===== config.mk =====
export PLATFORM = sky130hd
export DESIGN_NAME = sum_bcd_display
export DESIGN_NICKNAME = d
export VERILOG_FILES = /design/src/rtl/sum_bcd_display.sv
export SDC_FILE = /design/constraint.sdc
export NUM_CORES = 1
export LEC_CHECK = 0
export BUFFER_PORTS_ARGS = -buffer_cell sky130_fd_sc_hd__clkbuf_2
export CAP_MARGIN = 15
export CORE_ASPECT_RATIO = 2
export CORE_UTILIZATION = 59
export CTS_CLUSTER_DIAMETER = 60
export DETAILED_ROUTE_END_ITERATION = 8
export PLACE_DENSITY = 0.89
export SYNTH_ARGS = -nofsm -noshare
export SYNTH_HDL_FRONTEND = slang
export SYNTH_SLANG_ARGS = --single-unit

===== constraint.sdc =====
create_clock -name clk -period 2.1 [get_ports clk]
set_input_delay 0.42 -clock clk [delete_from_list [all_inputs] [get_ports clk]]
set_output_delay 0.42 -clock clk [all_outputs]
set_load 0.01 [all_outputs]

===== src/rtl/sum_bcd_display.sv =====
// sum_bcd_display
//   Captures a serial_adder sum on the rising edge of done, converts it to BCD
//   with an iterative shift-add-3 (double-dabble) FSM, and drives a multiplexed
//   active-low 7-segment display (segments {g,f,e,d,c,b,a}, an[0] = LS digit).
//   Optional feature macro: LEADING_ZERO_BLANK_EN blanks zero digits above the
//   most significant non-zero digit (digit 0 is always shown).
//   Legal configurations need 10**NUM_DIGITS > 2**SUM_W - 1.
module sum_bcd_display #(
  parameter int SUM_W      = 5,
  parameter int NUM_DIGITS = 2,
  parameter int SCAN_DIV   = 100000
) (
  input  logic                  clk,
  input  logic                  reset,
  input  logic [SUM_W-1:0]      sum,
  input  logic                  done,
  output logic [6:0]            seg,
  output logic [NUM_DIGITS-1:0] an,
  output logic                  busy,
  output logic                  result_valid
);

  localparam int BCD_W = 4 * NUM_DIGITS;
  localparam int CNT_W = (SCAN_DIV > 1) ? $clog2(SCAN_DIV) : 1;
  localparam int IDX_W = (NUM_DIGITS > 1) ? $clog2(NUM_DIGITS) : 1;
  localparam int BIT_W = (SUM_W > 1) ? $clog2(SUM_W) : 1;

  typedef enum logic {IDLE, CONVERT} state_t;

  state_t             state;
  logic               done_q;
  logic               cap;
  logic [SUM_W-1:0]   shift_reg;
  logic [BCD_W-1:0]   bcd_scr;
  logic [BCD_W-1:0]   bcd_adj;
  logic [BCD_W-1:0]   bcd_next;
  logic [SUM_W-1:0]   shift_next;
  logic [BIT_W-1:0]   bit_cnt;
  logic [BCD_W-1:0]   bcd_disp;
  logic [CNT_W-1:0]   scan_cnt;
  logic [IDX_W-1:0]   idx;
  logic [3:0]         cur_digit;
  logic [6:0]         seg_next;

  // Active-low 7-segment decode; out-of-range nibbles show blank.
  function automatic logic [6:0] decode(input logic [3:0] d);
    case (d)
      4'd0:    decode = 7'b1000000;
      4'd1:    decode = 7'b1111001;
      4'd2:    decode = 7'b0100100;
      4'd3:    decode = 7'b0110000;
      4'd4:    decode = 7'b0011001;
      4'd5:    decode = 7'b0010010;
      4'd6:    decode = 7'b0000010;
      4'd7:    decode = 7'b1111000;
      4'd8:    decode = 7'b0000000;
      4'd9:    decode = 7'b0010000;
      default: decode = 7'h7F;
    endcase
  endfunction

  // done history; resets high so a done held through reset is not an edge.
  // NOTE: sequential state uses non-blocking (<=) so every flop samples pre-edge values.
  always_ff @(posedge clk or negedge reset) begin
    if (!reset) done_q <= 1'b1;
    else        done_q <= done;
  end

  assign cap = done & ~done_q;

  // One double-dabble iteration: add 3 to every nibble >= 5, then shift left.
  // NOTE: every always_comb output gets a default first so no latch is inferred.
  always_comb begin
    bcd_adj = bcd_scr;
    for (int i = 0; i < NUM_DIGITS; i++) begin
      if (bcd_scr[i*4 +: 4] >= 4'd5) bcd_adj[i*4 +: 4] = bcd_scr[i*4 +: 4] + 4'd3;
    end
    {bcd_next, shift_next} = {bcd_adj, shift_reg} << 1;
  end

  // Conversion FSM; display register only updates when a conversion completes.
  // NOTE: datapath registers are reset too, keeping reset state fully deterministic.
  always_ff @(posedge clk or negedge reset) begin
    if (!reset) begin
      state        <= IDLE;
      shift_reg    <= '0;
      bcd_scr      <= '0;
      bit_cnt      <= '0;
      bcd_disp     <= '0;
      busy         <= 1'b0;
      result_valid <= 1'b0;
    end else if (state == IDLE) begin
      if (cap) begin
        shift_reg <= sum;
        bcd_scr   <= '0;
        bit_cnt   <= '0;
        busy      <= 1'b1;
        state     <= CONVERT;
      end
    end else begin
      bcd_scr   <= bcd_next;
      shift_reg <= shift_next;
      if (bit_cnt == BIT_W'(SUM_W - 1)) begin
        bcd_disp     <= bcd_next;
        result_valid <= 1'b1;
        busy         <= 1'b0;
        state        <= IDLE;
      end else begin
        bit_cnt <= bit_cnt + BIT_W'(1);
      end
    end
  end

  // Digit scan: SCAN_DIV clocks per slot, index wraps after the top digit.
  always_ff @(posedge clk or negedge reset) begin
    if (!reset) begin
      scan_cnt <= '0;
      idx      <= '0;
    end else if (scan_cnt == CNT_W'(SCAN_DIV - 1)) begin
      scan_cnt <= '0;
      idx      <= (idx == IDX_W'(NUM_DIGITS - 1)) ? '0 : idx + IDX_W'(1);
    end else begin
      scan_cnt <= scan_cnt + CNT_W'(1);
    end
  end

  assign cur_digit = bcd_disp[idx*4 +: 4];

`ifdef LEADING_ZERO_BLANK_EN
  logic [NUM_DIGITS-1:0] blank;

  // Blank digits that sit in the all-zero run above the most significant non-zero digit.
  always_comb begin
    logic zero_above;
    blank      = '0;
    zero_above = 1'b1;
    for (int i = NUM_DIGITS - 1; i >= 0; i--) begin
      zero_above = zero_above && (bcd_disp[i*4 +: 4] == 4'd0);
      blank[i]   = zero_above && (i != 0);
    end
  end

  assign seg_next = (!result_valid || blank[idx]) ? 7'h7F : decode(cur_digit);
`else
  assign seg_next = !result_valid ? 7'h7F : decode(cur_digit);
`endif

  // Registered display drive: follows index/display by one cycle.
  always_ff @(posedge clk or negedge reset) begin
    if (!reset) begin
      seg <= 7'h7F;
      an  <= '1;
    end else begin
      seg <= seg_next;
      an  <= ~(NUM_DIGITS'(1) << idx);
    end
  end

endmodule


[Yosys cells after proc, flatten, opt, wreduce, memory -nomap -nowiden]
Memories as Yosys holds them, arrays and structs flattened.
Index checks and enable logic that the tools add are counted.
Widths: inputs -> output; s select.
Word-level totals
  flip-flop bits (word level): 55
  latch bits: 0
  bits in writable memories: 0
  ROM bits: 112
  word-level logic and storage cells: 51
  memories: 1
Operators by class
  add/sub/neg operators: 5
  multiply operators: 0
  div/mod/pow operators: 0
  $lt $le $gt $ge: 2
  equal/unequal tests: 4
  shift operators: 2
  muxes and demuxes: 18
  bitwise logic cells: 3
  reductions and logical operators: 4
Memory list
  (no name shown): words 16, bits a word 7, rd ports 1, clocked after Yosys merged registers in 0, write ports 0, line 47  | case (d)
Operators with widths (number)
  $add 17x1->17 const B: 1
  $eq 17x17->1 const B: 1
  $mux 17: 1
  $mux 8: 2
  $mux 3: 4
  $mux 5: 2
  $ge 4x3->1 const B: 2
  $shiftx 8x4->4: 1
  $mux 1: 7
  $mux 7: 1
  $reduce_and 2->1: 3
  $add 4x2->4 const B: 1
  $mux 4: 1
  $add 3x1->3 const B: 1
  $add 3x2->3 const B: 1
  $eq 3x3->1 const B: 1
  $ne 2x1->1 const B: 1
  $ne 2x2->1 const B: 1
  $not 2->2: 1
  $reduce_bool 2->1: 1
  $shl 1x1->2 const A: 1
  $add 1x1->1 const B: 1
  $and 1x1->1: 1
  $not 1->1: 1

[Longest topological paths before layout]
Gate-level depths: netlist (run 1).
  depth in word-level cells: 4
  mapped depth: 7
  gate-level depth less buffers: 6

[Worst setup path after synthesis (run 1)]
Ideal clock, no wire load.
  path type: flip-flop to flip-flop
  from: register idx
  to: register seg[3]
  library setup time: 94 ps
  data arrival time: 1709 ps
  data required time: 2006 ps
  slack: 298 ps
  cell stages (with the launch flop): 8
  buffers on the path: 1
  period minus slack after synthesis: 1802 ps
  path through: dfrtp_1 > clkbuf_1 > mux2i_1 > inv_1 > ha_1 > or2_2 > a21oi_1 > o21ai_0
On the way
  longest elaborated chain between the ends: 3
Ends and longest elaborated chain
  start: declaration: line 41  | logic [IDX_W-1:0] idx;
  start signal: assignment: line 121  | idx <= (idx == IDX_W'(NUM_DIGITS - 1)) ? '0 : idx + IDX_W'(1);
  $shiftx 8x4->4: line 127  | assign cur_digit = bcd_disp[idx*4 +: 4];
  $mem_v2 16x7
  $mux 7: line 145  | assign seg_next = !result_valid ? 7'h7F : decode(cur_digit);
  named net seg_next[3]: line 43  | logic [6:0] seg_next;
  end signal: assignment: line 154  | seg <= seg_next;
  end: declaration: line 17  | output logic [6:0] seg,
The timed path passes the listed nets, and every way through them passes these cells.
A chain may end at the register's enable or synchronous reset.

[Worst setup path after layout (run 1)]
  from: register idx
  to: register seg[6]
Same word-level chain as after synthesis.

==> results of run 1 <==
==> metal layers <==
metal	track usage	up-vias	wire [um]
met3	0.03160	12	99
li1	-	914	-
met2	0.4441	34	2834
met4	0.1201	0	137
met5	0	-	0
met1	0.2398	940	1747
==> through the flow <==
step	power, W	hold WS, ns	cells
after CTS	0.003375	0.1913	329
final	0.003356	0.1999	329
after global routing	0.003652	0.2015	329
after global placement	0.002665	0.4616	321
after floorplan	0.002392	0.1244	250
after detailed placement	0.002750	0.4743	321
==> path summary, 6_finish.rpt <==
check	cells past startpoint	from	slack (ns)	end
min reg2reg	2	bcd_disp[4]	0.50	bcd_disp[4]
min	1	done	0.20	done_q
max reg2reg	5	idx	0.28	seg[6]
max	5	idx	0.28	seg[6]
min in group asynchronous	2	reset	0.21	scan_cnt[13]
max in group asynchronous	2	reset	1.45	scan_cnt[7]
==> worst register-to-register path, delay by kind of cell (launching register included) <==
| kind | cells | cell delay (ns) |
|---|---|---|
| flops | 1 | 0.51 |
| mux | 1 | 0.44 |
| fa+ha+maj | 1 | 0.23 |
| simple gates | 1 | 0.22 |
| buf+inv | 1 | 0.16 |
| compound gates | 1 | 0.16 |
==> cell type report <==
type | instances | area, um^2
fillers | 335 | 1400
flip-flops and latches | 55 | 1389
multi-input cells | 176 | 1159
repair buffers | 25 | 142.6
clock buffers | 5 | 68.82
well taps | 54 | 67.56
inverters | 11 | 41.29
clock inverters | 3 | 28.78
==> power breakdown <==
| group | leakage [nW] | internal, W | switching, W |
|---|---|---|---|
| Sequential | 0.682 | 0.00138 | 0.000182 |
| Combinational | 0.592 | 0.000495 | 0.000692 |
| Clock | 0.0502 | 0.000248 | 0.000359 |
| Total | 1.32 | 0.00212 | 0.00123 |
==> logic make-up (layout without fill, tap and decap cells) <==
family	Yosys count	count (layout)	synth area share
compound gates	46	46	0.08978
xor+xnor	18	18	0.06017
fa+ha+maj	12	12	0.05731
buf+inv	19	44	0.02770
flops	55	55	0.5301
mux	15	15	0.05969
simple gates	85	85	0.1753
==> Yosys cell counts, drive strengths merged <==
cell type | count | area [um^2]
nand3 | 16 | 80.08
nor4 | 2 | 27.53
and4 | 3 | 26.28
nor3 | 2 | 10.01
nor3b | 3 | 22.52
ha | 12 | 150.1
xnor2 | 11 | 96.34
nand2 | 24 | 90.09
clkbuf | 7 | 26.28
nand4b | 2 | 17.52
xor2 | 7 | 61.31
nor2b | 1 | 6.260
dfrtp | 45 | 1126
or2 | 2 | 12.52
o31ai | 1 | 7.510
inv | 11 | 41.29
o21ai | 31 | 155.2
a21boi | 1 | 7.510
or4 | 2 | 18.77
dfstp | 10 | 262.8
mux2 | 5 | 56.30
and2 | 1 | 6.260
buf | 1 | 5.000
nand4 | 8 | 50.05
nand2b | 5 | 31.28
or4bb | 1 | 11.26
nor2 | 13 | 48.80
a21oi | 13 | 65.06
mux2i | 10 | 100.1
==> reports/results.txt, run 1 <==
CP top delay family - flip-flops
Mapped Cells - 250
Total grt overflow - 0
DIE AREA - 0.004727 mm^2
Drt pass-1 iters - 7
Setup violators final - 0
Dpl ws - 0.3126 ns
Worst Path Required - 2.31 ns
Tcrit/Tclk final - 0.8667
Largest regs - scan_cnt (17), bcd_disp (8), bcd_scr (8)
Layout cell share with drive strength beyond 1 - 0.1855
Synth warn - 0
Initial DRC count - 48
Most flops, register - scan_cnt
Post-DP Area - 0.002799 mm^2
Crit path kind - flip-flop to flip-flop
Vias post-DR - 1900
Via-to-Cell Ratio - 5.775
ANT nets after route - 0
Synth Area per Inst - 10.48 um^2
Clock sink total - 55
H-tree depth - 2
Leakage Power - 1.325 nW
Hold Buf Count CTS - 0
Max Clock Skew - 0.01339 ns
Normalized max-slew margin - 0.5628
Synth unique cells - 32
Yosys reg bits - 55
Core Box Area - 0.004297 mm^2
Max incr delay on CP - 0.51 ns
GRT Total Usage - 0.2324
CTS tree - built
First-pass GRT wire length - 8259 um
# DRC - 0
Status - finished, final reports clean
Worst-path maximum fanout - 7
Worst-path clk slew - 0.11 ns
Commonest non-fill, non-tap cells in the layout - dfrtp_1 (45), o21ai_0 (31), nand2_1 (24), clkbuf_2 (18), nand3_1 (16)
# resized after CTS - 0
RSZ-0062 raised after global routing - no
Avg WL per Cell - 14.65 um
Fmax - 0.5494 GHz
Peak VDD IR - 0.0009405 V
Antenna violations before repair - 0
# port buffers - 18
Total Wirelength - 4819 um
N_diodes - 0
Largest net degree at the start of global routing - 56
Fin crit period - 1.820 ns
Seq/Total Area, Yosys - 0.5301
Row cnt - 34
Cts bufs inserted - 5
Max stage delay cell, worst path - dfrtp_1
Syn Nets - 270
Clock Path Buffers - 2
Max reg flops - 17
PD cells - 1158 mW/mm^2
Slew Limit Fails - 0
I/O pin total - 19
Hold Path Class - input port to flip-flop
CTS Root Cell - clkbuf_8
Final core occ - 0.6741
CP Cell Sequence - mux2i_1 -> inv_1 -> ha_1 -> nor3_1 -> o21ai_0
Crit path buffers/inverters - 1
Design area - 0.002897 mm^2
Final Hold Vio Count - 0
Area Overhead vs Synth - 10.55%
Number of global-route vias before repair - 1877
Area of the mapped netlist - 0.002620 mm^2
Setup TNS Final - 0 ns
Clk_lat worst skew - 0.31 ns
Worst-Margin Slew - 0.6558 ns
Max-cap violations - 0
Post-layout net count - 294
Post-detail-place hpwl - 3473 um
Crit end category - flip-flop
WP data arrival - 2.03 ns
Final worst slack - 0.2799 ns
Most common cell after layout, fill and taps aside - dfrtp_1
Gpl congestion - 0.8822
Type of origin of the critical path - flip-flop
Initial Util - 0.6098
Die height - 96.24 um
DIE WIDTH - 49.12 um
Post-CTS Setup Bufs - 0
Note: power is estimated with default switching activity, not from simulation.
==> run 2: changes to the inputs <==
- CORE_UTILIZATION: 59 -> 53
- PLACE_DENSITY: 0.89 -> 0.85
- clock period: 2.1 -> 1.6 ns (I/O delays scaled with it)
==> reports/results.txt, run 2 (synthesized netlist as in run 1, its figures left out) <==
Via-to-Cell Ratio - 5.628 (-2.5%)
Fmax - 0.6327 GHz (+15%)
I/O pin total - 19 (unchanged)
Largest regs - scan_cnt (17), bcd_disp (8), bcd_scr (8)
Clock sink total - 55 (unchanged)
Worst-Margin Slew - 0.4061 ns (-0.2497 ns)
H-tree depth - 2 (unchanged)
RSZ-0062 raised after global routing - yes
Total grt overflow - 0 (unchanged)
Total power - 0.004575 W (+36%)
Drt pass-1 iters - 4 (-3)
Clk_lat worst skew - 0.31 ns (about the same)
Gpl congestion - 0.8508 (-3.6%)
# port buffers - 18 (unchanged)
Fin Hold WS - -0.007338 ns (-0.2073 ns)
Final Hold Vio Count - 5 (+5)
Max-cap violations - 0 (unchanged)
Row cnt - 35 (+2.9%)
Setup violators final - 0 (unchanged)
Worst-path maximum fanout - 5 (-2)
Leakage Power - 1.464 nW (+11%)
Peak VDD IR - 0.001245 V (+32%)
First-pass GRT wire length - 8418 um (+1.9%)
N_diodes - 0 (unchanged)
DRT met1 WL - 1875 um (+7.3%)
Setup TNS Final - 0 ns (unchanged)
Dpl ws - -0.01309 ns (-0.3257 ns)
Normalized max-slew margin - 0.7215 (+0.1587)
Post-layout net count - 319 (+8.5%)
Met2 WL - 2908 um (+2.6%)
Max incr delay on CP - 0.53 ns (+0.02 ns)
DIE AREA - 0.005245 mm^2 (+11%)
Post-detail-place hpwl - 3663 um (+5.5%)
Crit end category - flip-flop
Initial Util - 0.5591 (-0.05064)
Worst-path clk slew - 0.10 ns (about the same)
Layout cell share with drive strength beyond 1 - 0.3133 (+0.1279)
Failing checks - hold timing
Avg WL per Cell - 14.24 um (-2.8%)
Area Overhead vs Synth - 20.58%
Number of global-route vias before repair - 2005 (+6.8%)
Hold Path Class - input port to asynchronous set/reset pin
GRT Total Usage - 0.2150 (-0.01737)
Fillers - 347 (+3.6%)
CP Cell Sequence - or4_4 -> nor4_4 -> buf_4 -> xnor2_2
Die height - 101.4 um (+5.4%)
# DRC - 0 (unchanged)
DIE WIDTH - 51.72 um (+5.3%)
Tcrit/Tclk final - 0.9879 (+0.1212)
WP data arrival - 1.81 ns (-0.22 ns)
Max reg flops - 17 (unchanged)
Most flops, register - scan_cnt
Commonest non-fill, non-tap cells in the layout - dfrtp_1 (44), buf_4 (30), o21ai_0 (29), nand2_1 (24), clkbuf_2 (18)
Fin crit period - 1.581 ns (-0.2394 ns)
Final worst slack - 0.01937 ns (-0.2606 ns)
CTS Root Cell - clkbuf_8
Crit path kind - flip-flop to flip-flop
Antenna violations before repair - 0 (unchanged)
Most common cell after layout, fill and taps aside - dfrtp_1
Max stage delay cell, worst path - or4_4
Clock Path Buffers - 2 (unchanged)
Total Wirelength - 5056 um (+4.9%)
Vias post-DR - 1998 (+5.2%)
Status - finished, violations left
PD cells - 1448 mW/mm^2 (+25%)
Cts bufs inserted - 5 (unchanged)
Highest routed metal layer - met4
Type of origin of the critical path - flip-flop
Max Clock Skew - 0.01025 ns (-0.003143 ns)
Core Box Area - 0.004686 mm^2 (+9.1%)
ANT nets after route - 0 (unchanged)
Largest net degree at the start of global routing - 56 (unchanged)
Initial DRC count - 34 (-29%)
Met3 WL - 114 um (+15%)
Worst Path Required - 1.83 ns (-0.48 ns)
Slew Limit Fails - 0 (unchanged)
CTS tree - built
run 2: cell types whose count changed in the layout (fill, tap and decap cells not counted), sizes merged:
| cell | delta |
|---|---|
| buf | +25 |
| clkbuf | +2 |
| clkinv | -1 |
| inv | -1 |
run 2: worst max-delay path: cells and delay by family, from the launching register on:
family,cells,cell delay (ns)
DFF,1,0.41
buffers and inverters,1,0.20
xor gates and xnor gates,1,0.11
and+or+nand+nor,2,0.79
run 2: timing repair:
item,4_1_cts,5_1_grt
resized for setup,4,20
endpoints found under the setup margin,4,16
hold buffers,0,0
pin swaps,0,5
buffers inserted,0,2
run 2: layer usage:
metal,vias to the layer above,GRT usage
met5,-,0
met4,0,0.1123
met2,30,0.3986
li1,965,-
met3,12,0.03754
met1,991,0.2196
run 2: metrics by stage:
step	util	hold WS, ns	instances	area, um^2
global placement	0.6398	0.3389	345	2998
global route	0.6742	0.01750	355	3159
CTS	0.6595	0.008469	353	3090
finish	0.6742	-0.007338	355	3159
detailed placement	0.6398	0.3401	345	2998
floorplan	-	0.02441	250	2636
run 2: cell type report:
type | instances | area [um^2] | share of cell area
repair buffers | 50 | 346.6 | 0.1097
clock buffers | 7 | 76.32 | 0.02416
well taps | 55 | 68.82 | 0.02178
inverters | 11 | 41.29 | 0.01307
clock inverters | 1 | 5.005 | 0.001584
flip-flops and latches | 55 | 1390 | 0.4400
multi-input cells | 176 | 1231 | 0.3897
run 2: power by group:
group / leakage [nW] / internal, W / total, W / switching, W
clock network: 0.0422 / 0.000308 / 0.000735 / 0.000427
logic: 0.742 / 0.000813 / 0.00178 / 0.000964
registers: 0.680 / 0.00181 / 0.00206 / 0.000251
total: 1.46 / 0.00293 / 0.00458 / 0.00164
run 2: worst paths after layout:
check / start / end / slack, ns / cells after the start
worst min register to register: shift_reg[0] / shift_reg[1] / 0.50 / 2
min in group clk: done / done_q / 0.11 / 1
worst max-delay path: scan_cnt[11] / idx / 0.02 / 4
worst min-delay path: reset / scan_cnt[12] / -0.007 / 2
max in group asynchronous: reset / done_q / 1.30 / 2
worst max register to register: scan_cnt[11] / idx / 0.02 / 4
==> run 3: changes to the inputs <==
- CORE_UTILIZATION: 53 -> 56
- CTS_BUF_LIST: unset -> sky130_fd_sc_hd__clkbuf_8
- PLACE_DENSITY: 0.85 -> 0.89
==> reports/results.txt, run 3 (synthesized netlist as in run 1, its figures left out) <==
Status - finished, violations left
Failing checks - hold timing
Layout cell share with drive strength beyond 1 - 0.3023 (-0.01101)
Clk_lat worst skew - 0.31 ns (about the same)
GRT Total Usage - 0.2463 (+0.03130)
Normalized max-slew margin - 0.6992 (-0.02232)
PD cells - 1566 mW/mm^2 (+8.1%)
# DRC - 0 (unchanged)
Tcrit/Tclk final - 0.9929 (+0.005015)
Setup violators final - 0 (unchanged)
Final worst slack - 0.01134 ns (-0.008025 ns)
Max reg flops - 17 (unchanged)
Initial DRC count - 46 (+35%)
CTS tree - built
WP data arrival - 1.81 ns (about the same)
Worst Path Required - 1.82 ns (about the same)
Peak VDD IR - 0.001816 V (+46%)
Worst-path maximum fanout - 5 (unchanged)
Design area - 0.003217 mm^2 (+1.8%)
ANT nets after route - 0 (unchanged)
Cts bufs inserted - 5 (unchanged)
Core Box Area - 0.004424 mm^2 (-5.6%)
Post-DP Area - 0.003004 mm^2 (+0.21%)
Crit end category - flip-flop
Dpl ws - -0.06063 ns (-0.04754 ns)
Final core occ - 0.7271 (+0.05286)
RSZ-0062 raised after global routing - yes
Largest net degree at the start of global routing - 56 (unchanged)
Most common cell after layout, fill and taps aside - dfrtp_1
Initial Util - 0.5922 (+0.03305)
Avg WL per Cell - 15.68 um (+10%)
R2R depth - 4 (unchanged)
Fin Hold WS - -0.01073 ns (-0.003389 ns)
Worst-Margin Slew - 0.4507 ns (+0.04461 ns)
DIE WIDTH - 50.37 um (-2.6%)
Most flops, register - scan_cnt
H-tree depth - 2 (unchanged)
Worst-path clk slew - 0.09 ns (about the same)
Vias post-DR - 2045 (+2.4%)
Crit path kind - flip-flop to flip-flop
Row cnt - 34 (-2.9%)
Largest regs - scan_cnt (17), bcd_disp (8), bcd_scr (8)
Total Wirelength - 5565 um (+10%)
Clock Path Buffers - 2 (unchanged)
First-pass GRT wire length - 9259 um (+10%)
Final Hold Vio Count - 18 (+13)
# port buffers - 18 (unchanged)
Leakage Power - 1.490 nW (+1.7%)
Area Overhead vs Synth - 22.78%
Hold Path Class - input port to asynchronous set/reset pin
Setup TNS Final - 0 ns (unchanged)
Clock sink total - 55 (unchanged)
I/O pin total - 19 (unchanged)
Slew Limit Fails - 0 (unchanged)
Commonest non-fill, non-tap cells in the layout - dfrtp_1 (44), buf_4 (31), o21ai_0 (26), nand2_1 (24), clkbuf_2 (18)
Number of global-route vias before repair - 2082 (+3.8%)
Antenna violations before repair - 0 (unchanged)
N_diodes - 0 (unchanged)
Drt pass-1 iters - 4 (unchanged)
Post-layout net count - 320 (+0.31%)
Post-detail-place hpwl - 3883 um (+6.0%)
DIE AREA - 0.004973 mm^2 (-5.2%)
Die height - 98.73 um (-2.7%)
Fmax - 0.6295 GHz (-0.51%)
CTS Root Cell - clkbuf_8
Gpl congestion - 0.8531 (+0.27%)
Type of origin of the critical path - flip-flop
Max Clock Skew - 0.01031 ns (+0.00005560 ns)
Total grt overflow - 0 (unchanged)
Max-cap violations - 0 (unchanged)
Fin crit period - 1.589 ns (+0.008025 ns)
Fillers - 315 (-9.2%)
Via-to-Cell Ratio - 5.761 (+2.4%)
-- run 3: cell count changes in the layout (fill, tap and decap cells not counted), moves of 2 or more --
| cell | previous run | this run |
|---|---|---|
| clkbuf_1 | 2 | 0 |
| o21ai_0 | 29 | 26 |
| o21ai_1 | 2 | 5 |
| inv_1 | 7 | 9 |
| bufinv_16 | 0 | 2 |
| inv_2 | 4 | 2 |
-- run 3: layer usage --
layer  routed length [um]  vias up  track usage
met4                  108        0       0.1132
li1                     -      965            -
met1                 1922     1024       0.2497
met2                 3384       46       0.4728
met5                    0        -            0
met3                  148       10      0.03086
-- run 3: worst paths after layout --
| path | start | end | slack, ns |
|---|---|---|---|
| worst min-delay path | reset | scan_cnt[14] | -0.01 |
| worst max register to register | scan_cnt[11] | idx | 0.01 |
| worst max-delay path | scan_cnt[11] | idx | 0.01 |
| worst min register to register | busy | busy | 0.50 |
| min in group clk | done | done_q | 0.10 |
| max in group asynchronous | reset | seg[0] | 1.34 |
-- run 3: cell type report --
| class | instances | area, um^2 | area share |
|---|---|---|---|
| flip-flops and latches | 55 | 1390 | 0.4321 |
| multi-input cells | 176 | 1227 | 0.3816 |
| repair buffers | 51 | 354.1 | 0.1101 |
| clock buffers | 5 | 68.82 | 0.02139 |
| clock inverters | 3 | 67.56 | 0.02100 |
| well taps | 54 | 67.56 | 0.02100 |
| inverters | 11 | 41.29 | 0.01284 |
-- run 3: stage by stage --
step	hold slack, ns	total power [W]	std cells
finish	-0.01073	0.005038	355
global route	0.004227	0.005370	355
CTS	0.001155	0.004900	353
detailed placement	0.3411	0.003762	345
global placement	0.3397	0.003608	345
floorplan	0.02441	0.003158	250
-- run 3: worst max-delay path: stages (launching register included) --
cell,delay (ns)
dfrtp_1,0.40
or4_4,0.55
nor4_4,0.24
buf_4,0.19
xnor2_1,0.14
-- run 3: report_power, final --
| part | internal (W) | switching, W | total (W) |
|---|---|---|---|
| clock network | 0.000624 | 0.000454 | 0.00108 |
| logic | 0.000844 | 0.00102 | 0.00187 |
| registers | 0.00181 | 0.000285 | 0.00209 |
-- run 3: what timing repair did --
action / in CTS / in global routing
setup buffers: 0 / 2
endpoints found under the hold margin: 0 / 0
resized for setup: 7 / 16
cloned: 0 / 0
pin swaps: 0 / 4
hold buffers: 0 / 0
setup endpoints to repair: 8 / 12
